==> src/rtl/div_ctrl_pkg.sv <==
// Shared encodings and result layout for the div_ctrl multicycle divider.
package div_ctrl_pkg;

  localparam logic [1:0] ST_IDLE = 2'd0;
  localparam logic [1:0] ST_CALC = 2'd1;
  localparam logic [1:0] ST_DONE = 2'd2;

  localparam int DIV_ITERS = 32;
  localparam int CNT_W     = $clog2(DIV_ITERS);

  localparam int REM_MSB = 63;
  localparam int REM_LSB = 32;
  localparam int QUO_MSB = 31;
  localparam int QUO_LSB = 0;

  function automatic logic [31:0] mag32(input logic sgn, input logic [31:0] x);
    return (sgn && x[31]) ? 32'(-x) : x;
  endfunction

endpackage

==> src/rtl/div_step.sv <==
// One radix-2 restoring shift-subtract iteration, purely combinational.
module div_step (
  input  logic [31:0] rem,
  input  logic        dividend_bit,
  input  logic [31:0] divisor,
  output logic [31:0] rem_next,
  output logic        quo_bit
);

  logic [32:0] shifted;
  logic [32:0] diff;

  assign shifted = {rem, dividend_bit};
  assign diff    = shifted - {1'b0, divisor};
  // Partial remainder is always below the divisor, so bit 32 of diff is the borrow.
  assign quo_bit  = ~diff[32];
  assign rem_next = quo_bit ? diff[31:0] : shifted[31:0];

endmodule

==> src/rtl/div_ctrl.sv <==
// Multicycle div/divu controller: 32 restoring iterations on operand magnitudes,
// then sign correction. Optional early completion under DIV_EARLY_EXIT_EN.
module div_ctrl
  import div_ctrl_pkg::*;
(
  input  logic        clk,
  input  logic        rst,
  input  logic        start,
  input  logic        signed_div,
  input  logic [31:0] opa,
  input  logic [31:0] opb,
  input  logic        cancel,
  output logic        stall,
  output logic        valid,
  output logic [63:0] result,
  output logic        busy
);

  logic [1:0]       state;
  logic [CNT_W-1:0] cnt;
  logic [31:0]      rem_q, quo_q, dvsr_q, opa_q;
  logic             neg_quo_q, neg_rem_q, dz_q;

  logic [31:0] mag_a, mag_b;
  logic [31:0] step_rem, fin_quo;
  logic        step_q;
  logic [63:0] calc_res, early_res;
  logic        early;

  assign mag_a = mag32(signed_div, opa);
  assign mag_b = mag32(signed_div, opb);

  div_step u_step (
    .rem          (rem_q),
    .dividend_bit (quo_q[31]),
    .divisor      (dvsr_q),
    .rem_next     (step_rem),
    .quo_bit      (step_q)
  );

  assign fin_quo = {quo_q[30:0], step_q};

  // Divide-by-zero bypasses sign correction so remainder is opa verbatim.
  always_comb begin
    calc_res = '0;
    if (dz_q) begin
      calc_res[REM_MSB:REM_LSB] = opa_q;
      calc_res[QUO_MSB:QUO_LSB] = '1;
    end else begin
      calc_res[REM_MSB:REM_LSB] = neg_rem_q ? 32'(-step_rem) : step_rem;
      calc_res[QUO_MSB:QUO_LSB] = neg_quo_q ? 32'(-fin_quo) : fin_quo;
    end
  end

`ifdef DIV_EARLY_EXIT_EN
  always_comb begin
    early_res = '0;
    early_res[REM_MSB:REM_LSB] = opa;
    early_res[QUO_MSB:QUO_LSB] = (opb == 32'd0) ? '1 : '0;
  end
  assign early = (opb == 32'd0) || (mag_a < mag_b);
`else
  assign early_res = '0;
  assign early     = 1'b0;
`endif

  always_ff @(posedge clk) begin
    if (rst) begin
      state     <= ST_IDLE;
      cnt       <= '0;
      result    <= '0;
      rem_q     <= '0;
      quo_q     <= '0;
      dvsr_q    <= '0;
      opa_q     <= '0;
      neg_quo_q <= 1'b0;
      neg_rem_q <= 1'b0;
      dz_q      <= 1'b0;
    end else if (cancel) begin
      state <= ST_IDLE;
    end else begin
      case (state)
        ST_IDLE: if (start) begin
          rem_q     <= '0;
          quo_q     <= mag_a;
          dvsr_q    <= mag_b;
          opa_q     <= opa;
          neg_quo_q <= signed_div & (opa[31] ^ opb[31]);
          neg_rem_q <= signed_div & opa[31];
          dz_q      <= (opb == 32'd0);
          cnt       <= '0;
          if (early) begin
            state  <= ST_DONE;
            result <= early_res;
          end else begin
            state  <= ST_CALC;
          end
        end
        ST_CALC: begin
          rem_q <= step_rem;
          quo_q <= fin_quo;
          cnt   <= cnt + 1'b1;
          if (cnt == CNT_W'(DIV_ITERS - 1)) begin
            state  <= ST_DONE;
            result <= calc_res;
          end
        end
        ST_DONE: state <= ST_IDLE;
        default: state <= ST_IDLE;
      endcase
    end
  end

  assign stall = ~rst & start & ~cancel & (state != ST_DONE);
  assign valid = ~rst & ~cancel & (state == ST_DONE);
  assign busy  = ~rst & (state != ST_IDLE);

endmodule

==> config.mk <==
export PLATFORM = sky130hd
export DESIGN_NAME = div_ctrl
export DESIGN_NICKNAME = d
export VERILOG_FILES = /design/src/rtl/div_ctrl_pkg.sv /design/src/rtl/div_step.sv /design/src/rtl/div_ctrl.sv
export SDC_FILE = /design/constraint.sdc
export NUM_CORES = 1
export LEC_CHECK = 0
export BUFFER_PORTS_ARGS = -buffer_cell sky130_fd_sc_hd__buf_2
export CAP_MARGIN = 40
export CORE_AREA = 10 10 204 206
export DETAILED_ROUTE_END_ITERATION = 10
export DIE_AREA = 0 0 214 216
export GPL_ROUTABILITY_DRIVEN = 0
export SETUP_SLACK_MARGIN = 0.4
export SYNTH_ARGS = -nofsm -noshare
export SYNTH_HDL_FRONTEND = slang
export SYNTH_SLANG_ARGS = --single-unit
==> constraint.sdc <==
create_clock -name clk -period 10.4 [get_ports clk]
set_clock_uncertainty 0.2 [all_clocks]
set_input_delay 2.08 -clock clk [delete_from_list [all_inputs] [get_ports clk]]
set_output_delay 2.08 -clock clk [all_outputs]
set_load 0.005 [all_outputs]
== Word level (Yosys, flattened, before mapping) ==
Index checks and enable logic that the tools add are counted.

* Register bits: 202
* Input port bits: 69
* Word-level logic and storage cells: 60

* $add $sub $neg: 6
* Equality and inequality tests: 6
* Muxes and demuxes: 15
* Bitwise gates (word level): 12
* Reductions and logical operators: 11

{| class="wikitable"
|+ Operators by type and width
! cell !! number
|-
| 32-bit 2-to-1 mux || 7
|-
| 32-bit negation || 4
|-
| 32-bit case mux with 2 select lines || 2
|-
| 64-bit 2-to-1 mux || 1
|-
| 33-bit by 32-bit subtractor with 33-bit output || 1
|-
| 32-bit zero test || 1
|-
| 5-bit case mux with 2 select lines || 1
|-
| 3-bit AND reduction || 3
|-
| 1-bit AND || 8
|-
| 2-bit != test (second input constant) || 3
|-
| 5-bit by 1-bit adder with 5-bit output (second input constant) || 1
|-
| 5-bit == test (second input constant) || 1
|-
| 5-bit 2-to-1 mux || 1
|-
| 2-bit 2-to-1 mux || 2
|-
| 2-bit case mux with 2 select lines || 1
|-
| 2-bit nonzero test || 2
|-
| 1-bit inverter || 3
|-
| 2-bit by 1-bit == test with 1-bit output (second input constant) || 1
|-
| 2-bit == test (second input constant) || 1
|-
| 1-bit logical AND || 2
|-
| 2-bit zero test || 1
|-
| 2-bit AND reduction || 1
|-
| 2-bit OR reduction || 1
|-
| 1-bit XOR || 1
|}

== Longest topological paths before layout ==
* Word-level depth: 5
* Gate-level depth with buffers: 22
* Mapped depth without buffers: 19

== By module ==
A second synthesis with hierarchy kept.

* Cell total of the unflattened synthesis: 1617
* Area, all modules: 12579.6 µm²

{| class="wikitable"
|+ Modules (own cells, without submodules)
! module !! instances !! cells an instance !! area each (µm²) !! seq. area each (µm²)
|-
| div_ctrl || 1 || 1312 || 10221.1 || 4043.9
|-
| div_step || 1 || 305 || 2358.5 || 0.0
|}

== Worst setup path before layout ==
OpenSTA, ideal clock, no wires.

* Path kind: input port to output port
* Start point: in rst
* End point: out busy
* Arrival time: 2915 ps
* Required time: 8120 ps
* Path slack: 5205 ps
* Stages: 4
* Buffers on the path: 3
* Path through: clkbuf_1 -> clkbuf_1 -> clkbuf_1 -> nor2_1

* Cells in the longest elaborated chain, start to end: 2

{| class="wikitable"
|+ RTL lines
! what !! RTL line !! RTL
|-
| start: declaration || div_ctrl.sv:7 || <nowiki>input logic rst,</nowiki>
|-
| 1-bit inverter || div_ctrl.sv:116 || <nowiki>assign busy = ~rst & (state != ST_IDLE);</nowiki>
|-
| 1-bit AND || div_ctrl.sv:116 ||
|-
| end: declaration || div_ctrl.sv:16 || <nowiki>output logic busy</nowiki>
|}

No other way between the ends.

== Final worst setup path ==
* Start point: reg rem_q[14]
* End point: reg result[59]

* Cells in the longest elaborated chain, start to end: 5

{| class="wikitable"
|+ RTL lines
! what !! RTL line !! RTL
|-
| start: declaration || div_ctrl.sv:21 || <nowiki>logic [31:0] rem_q, quo_q, dvsr_q, opa_q;</nowiki>
|-
| start signal: assignment || div_ctrl.sv:100 || <nowiki>rem_q <= step_rem;</nowiki>
|-
| 33-bit by 32-bit subtractor with 33-bit output || div_step.sv:14 || <nowiki>assign diff = shifted - {1'b0, divisor};</nowiki>
|-
| 32-bit 2-to-1 mux * || div_step.sv:17 || <nowiki>assign rem_next = quo_bit ? diff[31:0] : shifted[31:0];</nowiki>
|-
| 32-bit negation || div_ctrl.sv:50 || <nowiki>calc_res[REM_MSB:REM_LSB] = neg_rem_q ? 32'(-step_rem) : step_rem;</nowiki>
|-
| 32-bit 2-to-1 mux * || div_ctrl.sv:50 ||
|-
| 64-bit 2-to-1 mux * || div_ctrl.sv:46 || <nowiki>if (dz_q) begin</nowiki>
|-
| end signal: assignment || div_ctrl.sv:94 || <nowiki>result <= early_res;</nowiki>
|-
| end signal: assignment || div_ctrl.sv:105 || <nowiki>result <= calc_res;</nowiki>
|-
| end: declaration || div_ctrl.sv:15 || <nowiki>output logic [63:0] result,</nowiki>
|}

Mark *: on every way between the ends. The rest lies on a longest branch, timed or not.
A chain may end at the register's enable or synchronous reset.

==> out/qor.yml <==
cts_made_buffers: 24
yosysWarnings: 0
numPortBuffers: 135
layout-drive-gt1-share_pct: 12.42
core_area_um2: 37400
worstMarginPinSlew_ns: 0.8768
wl_um: 40420
whs_ns: 0.2525
grt_use_total_pct: 16.76
cts.sinks: 202
synthCells: 1748
holdPathStages: 2
postCtsResizedCells: 0
wl_per_cell_um: 17.28
synth_edf_count: 0
post-route-period-util_pct: 55.05
synthDistinctLibCells: 80
nNetsFinal: 1917
finalSetupTns_ns: 0
cap_violations: 0
start_kind: "flop"
cts_root_buf: "clkbuf_16"
timing.critical_path.mode_cell: "a211oi_2"
total_leakage_power_nw: 5.789
crit_required_ns: 10.66
start_util_pct: 34.69
grt_pass1_vias: 11750
final-setup-viol-count: 0
die_h_um: 216
yosys.area.top_type: "dfxtp_1"
syn_avg_cell_area_um2: 7.423
vias: 12530
synthesis.nets: 1856
chipWidth_um: 214
seq_area_frac_synth_pct: 31.17
io_pins: 136
dp.cells: 2294
rows: 71
cellPowerDensity_nw_per_um2: 141.5
arrival_ns: 5.99
max_stage_delay_ns: 0.72
crit_fanout: 67
slew_violations: 0
dr.pass1.iters: 7
post-cts-setup-buffers: 0
post-synth-top-area-fraction_pct: 31.17
insertion_delay_ns: 0.54
cts_tree: "done"
die-area_um2: 46220
viasPerCell: 5.357
fin_crit_ns: 5.725
finalHoldViolations: 0
clk_pin_slew_ns: 0.06
fmax_mhz: 174.7
cts_buffer_depth: 3
ctsHoldBuffers: 0
antenna_left: 0
dp_hpwl_um: 30320
antenna_found_initial: 1
status: "complete, no violations"
vdd_drop_max_mv: 0.1046
synth.area.top_cells: "dfxtp_1 (31%), nor2_1 (7.8%), a21oi_1 (6.1%)"
drc_errors: 0
final_cell_count_no_fill: 2339
worstHoldPathType: "flop to flop"
htree_levels: 1
syn2layout_area_growth_pct: 14.93
critPathSlowestCell: "clkinv_2"
gr-total-overflow: 0
cp_cell_sequence: "ha_1 > a21oi_1 > o21ai_0 > a32o_1 > o311ai_1 > o211a_2 > buf_4 > clkinv_2 > nor4_1 > o221ai_1 > a211oi_2 > and2b_1 > nand3b_1 > a311o_1 > a211oi_2"
ys_ff_latch: 202
ys.flop_type: "dfxtp_1"
drtIter0Drc: 1046
worstRegToRegCells: 15
grt_pass1_wl_um: 64590
async_flop_share_pct: 0
end_kind: "flop"
max_slew_margin_pct: 41.15
grt_max_degree: 76
syn_area_um2: 12970
grt_setup_unrepaired: "no"
crit_type: "flop to flop"
## sequential cells by signal (all words and copies together), names as in the netlist
| register | cells |
|---|---|
| rem_q | 32 |
| quo_q | 32 |
| cnt | 5 |
| neg_quo_q | 1 |
| result | 64 |
| dz_q | 1 |
| opa_q | 32 |
| dvsr_q | 32 |
| state | 2 |
| neg_rem_q | 1 |
## report_power, final
| group | total, mW | internal [mW] | switching (mW) | leakage (nW) |
|---|---|---|---|---|
| Sequential | 0.819 | 0.797 | 0.0211 | 1.64 |
| Combinational | 0.362 | 0.133 | 0.229 | 3.73 |
| Clock | 0.930 | 0.577 | 0.353 | 0.415 |
## worst paths after layout
check	startpoint	endpoint	slack [ns]
max reg2reg	rem_q[14]	result[59]	4.67
min	dvsr_q[26]	dvsr_q[26]	0.25
max	rem_q[14]	result[59]	4.67
min reg2reg	dvsr_q[26]	dvsr_q[26]	0.25
## cell usage after synthesis, types with 3 or more instances
cell         n
a21o_1      14
xor2_1      70
o31a_1       4
or4_1       15
o22ai_1     12
nor2b_1     10
o211ai_1    20
a211oi_1    99
nor2_1     269
and3_1      15
nand3b_1     3
and2_1      21
a311oi_1    11
nand2_1    196
a22oi_1     21
a31oi_1     20
o2111ai_1    4
buf_2        7
nor4_1      17
mux2i_1     17
nand3_1     26
xnor2_1     59
o21bai_1     4
clkbuf_1   100
nor3_1      40
ha_1        38
o31ai_1     19
buf_1        8
nand4_1      6
dfxtp_1    202
inv_1       61
o21ai_0     67
or3_1       15
a21oi_1    158
a211oi_2     5
or2_2        5
o21a_1       6
nand2b_1     9
a21boi_0     6
o41ai_1     11
nor3b_1      6
mux2_2       6
## cells by family after synthesis
logic type                 after synthesis  share of synthesized area [%]
DFF                                    202                          31.17
and+or+nand+nor                        663                          22.96
xor gates and xnor gates               129                          8.708
AOI/OAI and AO/OA                      511                          26.12
adders and majority gates               39                          3.819
muxes                                   23                          1.832
buffers and inverters                  181                          5.390
## final cells by class
| type | count | area [um^2] |
|---|---|---|
| Fill cell | 3883 | 22490 |
| Multi-Input combinational cell | 1365 | 8255 |
| Sequential cell | 202 | 4044 |
| Timing Repair Buffer | 153 | 869.6 |
| Tap cell | 511 | 639.4 |
| Clock buffer | 30 | 623.1 |
| Clock inverter | 14 | 240.2 |
| Inverter | 63 | 237.7 |
| Antenna cell | 1 | 2.502 |
## routing by layer
metal  global-route usage, %  vias to the layer above  share of wire (%)
met2                   26.54                      380                 44
met3                   2.671                       51                6.5
met4                   4.523                        0                2.3
li1                        -                     6340                  -
met1                   23.07                     5758                 47
met5                       0                        -                  0
## layout by cell type, fill, tap and decap left out, types with 59 or more instances in the layout
cell      count
a211oi_1     99
a21oi_1     158
buf_2       134
dfxtp_1     202
inv_1        61
nand2_1     196
nor2_1      268
o21ai_0      67
xnor2_1      59
xor2_1       70
## metrics by stage
stage / area (um^2) / total power [mW] / setup slack, ns / utilization [%]
after detailed placement: 14050 / 1.193 / 4.771 / 37.56
final: 14910 / 2.110 / 4.675 / 39.87
after floorplan: 12970 / 1.092 / 5.205 / -
after global routing: 14910 / 2.208 / 4.177 / 39.87
after global placement: 13970 / 1.186 / 4.889 / 37.36
after CTS: 14910 / 2.126 / 4.742 / 39.86
## critical path, delay by kind of cell (launching register included)
kind            cells  cell delay (ns)
fa+ha+maj           1             0.40
flops               1             0.48
compound gates      9             2.40
simple gates        3             0.90
buf+inv             2             1.26
No activity file was read; power rests on OpenSTA's default activity.
